==> config.mk <==
export PLATFORM = sky130hd
export DESIGN_NAME = receiver
export DESIGN_NICKNAME = d
export VERILOG_FILES = /design/src/rtl/receiver_pkg.sv /design/src/rtl/receiver_rxfsm.sv /design/src/rtl/receiver.sv
export SDC_FILE = /design/constraint.sdc
export NUM_CORES = 1
export LEC_CHECK = 0
export CORE_AREA = 10 10 47 49
export CTS_CLUSTER_DIAMETER = 120
export CTS_CLUSTER_SIZE = 10
export DETAILED_ROUTE_END_ITERATION = 8
export DIE_AREA = 0 0 57 59
export PLACE_DENSITY = 0.74
export SYNTH_ARGS = -nofsm -noshare
export SYNTH_HDL_FRONTEND = slang
export SYNTH_SLANG_ARGS = --single-unit
==> constraint.sdc <==
create_clock -name clk_rx -period 3.8 [get_ports clk_rx]
set_clock_uncertainty 0.2 [all_clocks]
set_input_delay 0.38 -clock clk_rx [delete_from_list [all_inputs] [get_ports clk_rx]]
set_output_delay 0.38 -clock clk_rx [all_outputs]
set_load 0.02 [all_outputs]
==> src/rtl/receiver_pkg.sv <==
// Shared definitions for the bundled-data receive path: word width and
// handshake FSM state encodings.
package receiver_pkg;

  localparam int DEF_DATA_MSB = 7;

  typedef enum logic {
    RX_IDLE = 1'b0,
    RX_ACKH = 1'b1
  } rx_state_t;

endpackage

==> src/rtl/receiver_rxfsm.sv <==
// Receive-side 4-phase handshake FSM: decides capture vs. stall, owns the
// ack level (the state bit itself) and the one-cycle rcvd pulse.
module receiver_rxfsm
  import receiver_pkg::*;
(
  input  logic clk_rx,
  input  logic reset,
  input  logic r2,
  input  logic vo,
  input  logic ri,
  output logic capture,
  output logic ack,
  output logic rcvd
);

  rx_state_t state_reg;
  rx_state_t state_next;
  logic      rcvd_reg;

  always_ff @(posedge clk_rx or negedge reset) begin
    if (!reset) begin
      state_reg <= RX_IDLE;
      rcvd_reg  <= 1'b0;
    end else begin
      state_reg <= state_next;
      rcvd_reg  <= capture;
    end
  end

  always_comb begin
    state_next = state_reg;
    capture    = 1'b0;
    case (state_reg)
      RX_IDLE: begin
        // A full holding register stalls the handshake unless it drains this cycle.
        if (r2 && (!vo || ri)) begin
          capture    = 1'b1;
          state_next = RX_ACKH;
        end
      end
      RX_ACKH: begin
        if (!r2) begin
          state_next = RX_IDLE;
        end
      end
      default: state_next = RX_IDLE;
    endcase
  end

  // ack is a registered output: it is exactly the ACKH state flop.
  assign ack  = (state_reg == RX_ACKH);
  assign rcvd = rcvd_reg;

endmodule

==> src/rtl/receiver.sv <==
// Receive end of the bundled-data link: two-flop req synchroniser, handshake
// FSM, one-entry holding register and valid/ready consumer interface.
module receiver
  import receiver_pkg::*;
#(
  parameter int DATA_MSB = DEF_DATA_MSB
) (
  input  logic              clk_rx,
  input  logic              reset,
  input  logic              req,
  input  logic [DATA_MSB:0] data,
  output logic              ack,
  output logic [DATA_MSB:0] rdata,
  output logic              vo,
  input  logic              ri,
  output logic              rcvd
);

  logic              r1_reg;
  logic              r2_reg;
  logic              capture;
  logic              vo_reg;
  logic [DATA_MSB:0] rdata_reg;

  always_ff @(posedge clk_rx or negedge reset) begin
    if (!reset) begin
      r1_reg <= 1'b0;
      r2_reg <= 1'b0;
    end else begin
      r1_reg <= req;
      r2_reg <= r1_reg;
    end
  end

  receiver_rxfsm u_rxfsm (
    .clk_rx  (clk_rx),
    .reset   (reset),
    .r2      (r2_reg),
    .vo      (vo_reg),
    .ri      (ri),
    .capture (capture),
    .ack     (ack),
    .rcvd    (rcvd)
  );

  // data is bundled with req, so it is only looked at in the capture cycle.
  always_ff @(posedge clk_rx or negedge reset) begin
    if (!reset) begin
      rdata_reg <= '0;
    end else if (capture) begin
      rdata_reg <= data;
    end
  end

  always_ff @(posedge clk_rx or negedge reset) begin
    if (!reset) begin
      vo_reg <= 1'b0;
    end else if (capture) begin
      vo_reg <= 1'b1;
    end else if (vo_reg && ri) begin
      vo_reg <= 1'b0;
    end
  end

  assign rdata = rdata_reg;
  assign vo    = vo_reg;

endmodule

* Yosys cells after proc, flatten, opt, wreduce, memory -nomap -nowiden
Cells that the tools add are included.
Storage, ports and cells: register bits 13, bits in latches 0, bits in writable memories 0, bits in read-only memories 0, input bits 12, output and inout bits 11, logic and storage cells 18, memories 0
Operators by class: add/subtract/negate cells 0, multiply operators 0, divide/modulo/power cells 0, $lt $le $gt $ge 0, equal/unequal tests 0, shift-type cells 0, mux-type cells 6, bitwise gates (word level) 1, reduce and logical (&&, ||, !) cells 5
Operators by type and width (number):
- $mux W1 | 5
- $logic_and A1 B1 Y1 | 2
- $pmux W1 S2 | 1
- $reduce_bool A2 Y1 | 1
- $logic_not A1 Y1 | 1
- $logic_or A1 B1 Y1 | 1
- $not A1 Y1 | 1

* Logic depth before layout (Yosys ltp)
Gate-level depths: netlist of run 1.
depth in word-level cells 6, depth in mapped cells 4, depth with buffers taken out 3

* Modules after synthesis
From an unflattened synthesis of run 1, not the netlist that was laid out.
Second synthesis, totals: cells, all modules 28, area, all modules 495.5 um^2
Modules (own cells, without submodules):
- receiver | instances 1, cells each 22, area each 419.2 um^2, sequential area each 275.3 um^2
- receiver_rxfsm | instances 1, cells each 6, area each 76.3 um^2, sequential area each 50.0 um^2

* Least setup slack after synthesis of run 1
OpenSTA, ideal clock, no wires.
path kind flip-flop to flip-flop, start reg vo_reg (netlist: vo), end reg rdata_reg[0] (netlist: rdata[0]), library setup time 0.125 ns, arrival 1.191 ns, data required time 3.475 ns, path slack 2.284 ns, cell stages (with the launch flop) 5, buffers on the path 1, clock period less this slack 1.516 ns, path through dfrtp_1 nand2b_4 nor3b_2 buf_6 mux2_4
On the way: word-level cells in the longest chain between the ends 5
RTL lines:
- start, declared | line receiver.sv:22 | logic vo_reg;
- start signal, assigned | line receiver.sv:57 | vo_reg <= 1'b0;
- start signal, assigned | line receiver.sv:59 | vo_reg <= 1'b1;
- start signal, assigned | line receiver.sv:61 | vo_reg <= 1'b0;
- $logic_not A1 Y1 | line receiver_rxfsm.sv:36 | if (r2 && (!vo || ri)) begin
- $logic_or A1 B1 Y1 | line receiver_rxfsm.sv:36
- $logic_and A1 B1 Y1 | line receiver_rxfsm.sv:36
- $mux W1 | line receiver_rxfsm.sv:36
- $mux W1 | line receiver_rxfsm.sv:33 | case (state_reg)
- via capture | line receiver.sv:21 | logic capture;
- end signal, assigned | line receiver.sv:51 | rdata_reg <= data;
- end, declared | line receiver.sv:23 | logic [DATA_MSB:0] rdata_reg;
The timed path passes the listed nets, and every way through them passes these cells. A chain may end at the register's enable or synchronous reset.

* Worst setup path in the final report of run 1
start in ri, end reg rdata_reg[7] (netlist: rdata[7])
On the way: word-level cells in the longest chain between the ends 4
RTL lines:
- start, declared | line receiver.sv:15 | input logic ri,
- $logic_or A1 B1 Y1 | line receiver_rxfsm.sv:36
- $logic_and A1 B1 Y1 | line receiver_rxfsm.sv:36
- $mux W1 | line receiver_rxfsm.sv:36
- $mux W1 | line receiver_rxfsm.sv:33
Every way passes these cells.

==> results of run 1 <==
-- metal layers --
layer  part of all wire (%)  GRT usage (%)  vias to the layer above
met3                     11           5.79                        0
met1                     31           6.25                      146
li1                       -              -                      143
met2                     58           11.0                        9
met5                      0              0                        -
met4                      0           1.01                        0
-- kinds of logic (layout without fill, tap and decap cells) --
logic type             count (synthesis)  in the layout  share of synthesized area, %
muxes                                  8              8                          24.1
DFF                                   13             13                          65.2
AOI/OAI and AO/OA                      1              1                          1.00
buffers and inverters                  2             27                          3.01
and+or+nand+nor                        4              4                          6.77
-- path summary, 6_finish.rpt --
kind | to | startpoint | cells after the start | slack [ns]
max | rdata[7] | ri | 4 | 1.73
min | r2_reg | r1_reg | 0 | 0.17
max reg2reg | rdata[7] | vo | 3 | 1.92
min reg2reg | r2_reg | r1_reg | 0 | 0.17
max in group asynchronous | rdata[2] | reset | 1 | 2.79
min in group asynchronous | rdata[0] | reset | 1 | 0.25
-- synthesized netlist by cell type --
| cell type | n |
|---|---|
| dfrtp_1 | 13 |
| nand2b_4 | 1 |
| inv_1 | 1 |
| o21ai_0 | 1 |
| buf_6 | 1 |
| nor3b_2 | 1 |
| nor2_1 | 2 |
| mux2_4 | 8 |
-- metrics by stage --
stage	util (%)	power [mW]
floorplan	-	0.234
global placement	52.0	0.293
detailed placement	52.0	0.294
CTS	53.9	0.379
global route	53.9	0.398
finish	53.9	0.372
-- area by class of cell --
| cell class | instances | area [um2] | area share [%] |
|---|---|---|---|
| inverter | 1 | 3.75 | 0.497 |
| multi-input combinational | 13 | 159 | 21.0 |
| clock buffer | 3 | 22.5 | 2.98 |
| clock inverter | 1 | 5.00 | 0.662 |
| sequential | 13 | 325 | 43.0 |
| tap | 16 | 20.0 | 2.65 |
| timing repair buffer | 22 | 220 | 29.1 |
-- worst max-delay path: stages --
cell	delay, ns
clkdlybuf4s50_1	0.45
nand2b_4	0.11
nor3b_2	0.72
mux2_4	0.36
-- power by group through the flow --
stage	combinational [mW]	clock, mW	sequential [mW]
floorplan	0.0349	0	0.199
global route	0.126	0.0972	0.174
detailed placement	0.120	0	0.175
finish	0.118	0.0827	0.171
CTS	0.120	0.0872	0.172
global placement	0.119	0	0.174
==> metrics.md, run 1 <==
| Metric | Value |
|---|---|
| Critical path arrival | ~2 ns |
| Final Hold Fails | 0 |
| Clk slew on worst S/H paths | 0.08 ns |
| Antenna Violating Nets Remaining | 0 |
| Worst hold path type | reg -> reg |
| Synthesized instance count | 28 |
| Pre-antenna DRT Iters | 2 |
| Sw power | 0.103 mW |
| CP max FO | 9 |
| Design Area, Final | around 760 um2 |
| Max VDD drop | about 250 uV |
| # rows | 14 |
| WP data required | ~3.8 ns |
| Combinational Power Share | 31.7% |
| Max Cap Violations | 0 |
| Initial antenna violation count | 0 |
| Min Tclk post-route | roughly 2.1 ns |
| Share of layout cells above drive strength 1 | 26.4% |
| Hold WS | 0.168 ns |
| Kind of critical path | in -> reg |
| CTS Buffer Depth | 2 |
| 1st-iter DRT viols | 1 |
| Clock Power Share | 22.2% |
| Largest register FFs | 8 |
| Inst Count DP | 65 |
| Vias in the first global route | 352 |
| GP Congestion | 0.671 |
| Final setup vio count | 0 |
| Post-detail-place hpwl | about 800 um |
| Die Span Y | ~60 um |
| Status | complete, no violations |
| Mapped Nets | 40 |
| Synth top area share | about 65% |
| Total CTS buffers | 3 |
| Largest net degree at the start of global routing | 14 |
| Postcts setup bufs | 0 |
| Core area | 1400 um2 |
| YS warnings | 0 |
| PostCTS Resize Cnt | 0 |
| # IOs | 23 |
| RSZ-0062 raised after global routing | no |
| Final Max Slew Viols | 0 |
| Vias | 298 |
| Power density cells | ~490 nW/um2 |
| Area Overhead vs Synth | 51.4% |
| Clock Latency Late Sink | roughly 0.27 ns |
| Worst setup SP type | input port |
| H-tree levels | 1 |
| Placed inst area | 728 um2 |
| Die area | ~3400 um2 |
| GRT overflow | 0 |
| Routed wire length | 999 um |
| Clk sinks | 13 |
| Vias/cell | 4.32 |
| CTS tree | yes |
| Die W | about 57 um |
| # fillers | 121 |
| Starting Density | 35.6% |
| Commonest non-fill, non-tap cell in the layout | clkdlybuf4s50_1 |
| Clk root buf | clkbuf_4 |
| Setup_tns | 0 ns |
| Avg Synthesized Cell Area | approximately 18 um2 |
| Setup slack at placement | 1.43 ns |
| Pleak | 0.338 nW |
| Cell Count, Final, Fillers Out | 69 |
| # DRC | 0 |
| Crit end category | register |
| Number of synthesized register bits | 13 |
| Unique masters post-synth | 8 |
| Period utilization | 54.5% |
| Seq/Total Area, Yosys | 65.2% |
| Max_slew headroom | approximately two fifths |
| GRT Util Overall | about 6.6% |
| Top cells by area, synth | dfrtp_1 65%, mux2_4 24%, nand2b_4 2.8% |
| Fmax | a little under 500 MHz |
| DR WL/cell | approximately 14 um |
| Flop pwr share | 46.0% |
| Worst-margin pin slew | roughly 0.89 ns |
| Most frequent cells in the layout | 22 x clkdlybuf4s50_1, 13 x dfrtp_1, 8 x mux2_4 |
| Antenna cell count | 0 |
| Nets | 66 |
| First-pass GRT wire length | 1.72 mm |
| Int Power | between 0.2 and 0.3 mW |
| Mapped Area | ~500 um2 |
| Sw frac | between 20 and 30% |
| Area leader, netlist | dfrtp_1 |
| Final worst setup slack | approximately 1.7 ns |
| IO buf count | 22 |
| CTS Hold Buffers Added | 0 |
No activity file was read; power rests on OpenSTA's default activity.
==> run 2: changes to the inputs <==
Settings changed: CORE_AREA 10 10 47 49 to unset, CORE_MARGIN set to 10, CORE_UTILIZATION set to 38, DIE_AREA 0 0 57 59 to unset, PLACE_DENSITY 0.74 to 0.75.
Clock period 3.8 ns to 2 ns, I/O delays scaled along.
==> run 2 against run 1 <==
Worst setup slack got worse by 1.4 ns. Utilization rose by 6.0 points. Cell count is the same.
==> metrics.md, run 2 (synthesized netlist as in run 1, its figures left out) <==
| Metric | Value |
|---|---|
| Vias/cell | 4.48 (+3.7%) |
| Vias | 309 (+3.7%) |
| Max_slew headroom | 62.0% (+21 points) |
| Worst setup SP type | register |
| CTS Hold Buffers Added | 0 (unchanged) |
| Critical path arrival | 1.30 ns (-0.73 ns) |
| Antenna Violating Nets Remaining | 0 (unchanged) |
| Slowest stage delay, CP | 0.63 ns (-0.09 ns) |
| CP bufs+invs | 1 (unchanged) |
| Area Overhead vs Synth | 52.4% |
| GRT Util Overall | 6.79% (+0.15 points) |
| Die area | 3160 um2 (-5.9%) |
| WP data required | 1.60 ns (-2.16 ns) |
| Kind of critical path | reg -> out |
| Worst Setup SP | u_rxfsm.ack |
| H-tree levels | 1 (unchanged) |
| Clk root buf | clkbuf_4 |
| Largest register FFs | 8 (unchanged) |
| Largest net degree at the start of global routing | 14 (unchanged) |
| Critical R2R Launch | vo |
| Setup_tns | 0 ns (unchanged) |
| Die Span Y | 56.2 um (-4.7%) |
| Worst hold path type | in -> async |
| Post-layout util | 60.0% (+6.0 points) |
| Min Tclk post-route | 1.70 ns |
| Final worst setup slack | 0.301 ns (-1.43 ns) |
| Final setup vio count | 0 (unchanged) |
| Max Cap Violations | 0 (unchanged) |
| Total CTS buffers | 3 (unchanged) |
| Period utilization | 85.0% |
| CP max FO | 4 (-5) |
| Final Max Slew Viols | 0 (unchanged) |
| Pleak | 0.341 nW (+0.72%) |
| Clock Latency Late Sink | 0.26 ns (about the same) |
| # rows | 13 (-1) |
| Worst path slowest cell | clkdlybuf4s50_1 |
| CTS Buffer Depth | 2 (unchanged) |
| Status | complete, no violations |
| Reg-to-Reg End | rdata[6] |
| Nets | 67 (+1.5%) |
| Routed wire length | 1.06 mm (+5.7%) |
| CTS tree | yes |
| GRT overflow | 0 (unchanged) |
| Clk slew on worst S/H paths | 0.08 ns (about the same) |
| Critical-path cell list | clkdlybuf4s50_1 |
| Most frequent cells in the layout | 22 x clkdlybuf4s50_1, 13 x dfrtp_1, 8 x mux2_4 |
| Fmax | around 590 MHz |
| First-pass GRT wire length | 1.70 mm (-1.2%) |
| PostCTS Resize Cnt | 0 (unchanged) |
| Die W | 56.2 um (-1.3%) |
| Worst-margin pin slew | 0.568 ns (-0.320 ns) |
| Initial antenna violation count | 0 (unchanged) |
| 1st-iter DRT viols | 1 (unchanged) |
| Pre-antenna DRT Iters | 2 (unchanged) |
| Final Hold Fails | 0 (unchanged) |
| # IOs | 23 (unchanged) |
| Worst reg2reg path depth | 4 (+1) |
| Core area | 1270 um2 (-9.5%) |
| DR WL/cell | 15.3 um (+5.7%) |
| CP delay by family, top | buffers and inverters |
| Setup slack at placement | 0.205 ns (-1.22 ns) |
| Max VDD drop | 591 uV (+130%) |
| Antenna cell count | 0 (unchanged) |
| Postcts setup bufs | 0 (unchanged) |
| Vias in the first global route | 345 (-2.0%) |
| IO buf count | 22 (unchanged) |
| Starting Density | 39.3% (+3.7 points) |
| RSZ-0062 raised after global routing | no |
| Power density cells | 932 nW/um2 (+89%) |
| Clk sinks | 13 (unchanged) |
| Commonest non-fill, non-tap cell in the layout | clkdlybuf4s50_1 |
| # DRC | 0 (unchanged) |
| Share of layout cells above drive strength 1 | 25.9% (-0.49 points) |
| Crit end category | output port |
| Reg-to-reg slack, setup | 0.51 ns (-1.41 ns) |
| GP Congestion | 0.619 (-7.6%) |
-- run 2: how the worst max path moves through the flow --
stage / endpoint / slack (ns) / depth (start not counted)
3_5_place_dp: rdata[6] / 0.20 / 5
3_3_place_gp: rdata[6] / 0.23 / 5
4_1_cts: ack / 0.29 / 1
5_1_grt: vo / 0.26 / 1
6_report: ack / 0.30 / 1
2_1_floorplan: rdata[0] / 0.48 / 4
-- run 2: through the flow --
step	cells	total power, mW	hold slack, ns	area [um2]
floorplan	28	0.444	-0.296	499
global placement	65	0.557	0.133	734
detailed placement	65	0.560	0.138	734
CTS	69	0.717	0.115	761
global route	69	0.740	0.141	761
finish	69	0.709	0.0970	761
-- run 2: area by class of cell --
cell class | count | area (um2)
inverter | 1 | 3.75
sequential | 13 | 325
clock buffer | 4 | 26.3
fill | 103 | 508
multi-input combinational | 13 | 159
timing repair buffer | 23 | 228
tap | 15 | 18.8
-- run 2: report_power, final --
part           switching (mW)  internal (mW)
logic                  0.0913          0.134
clock network          0.0786         0.0770
registers              0.0247          0.303
-- run 2: routing by layer --
layer  wire (um)  track usage [%]  vias up
met1         486             7.58      146
met5           0                0        -
met2         412             8.40       18
li1            -                -      143
met4          10             4.12        0
met3         148             5.71        2
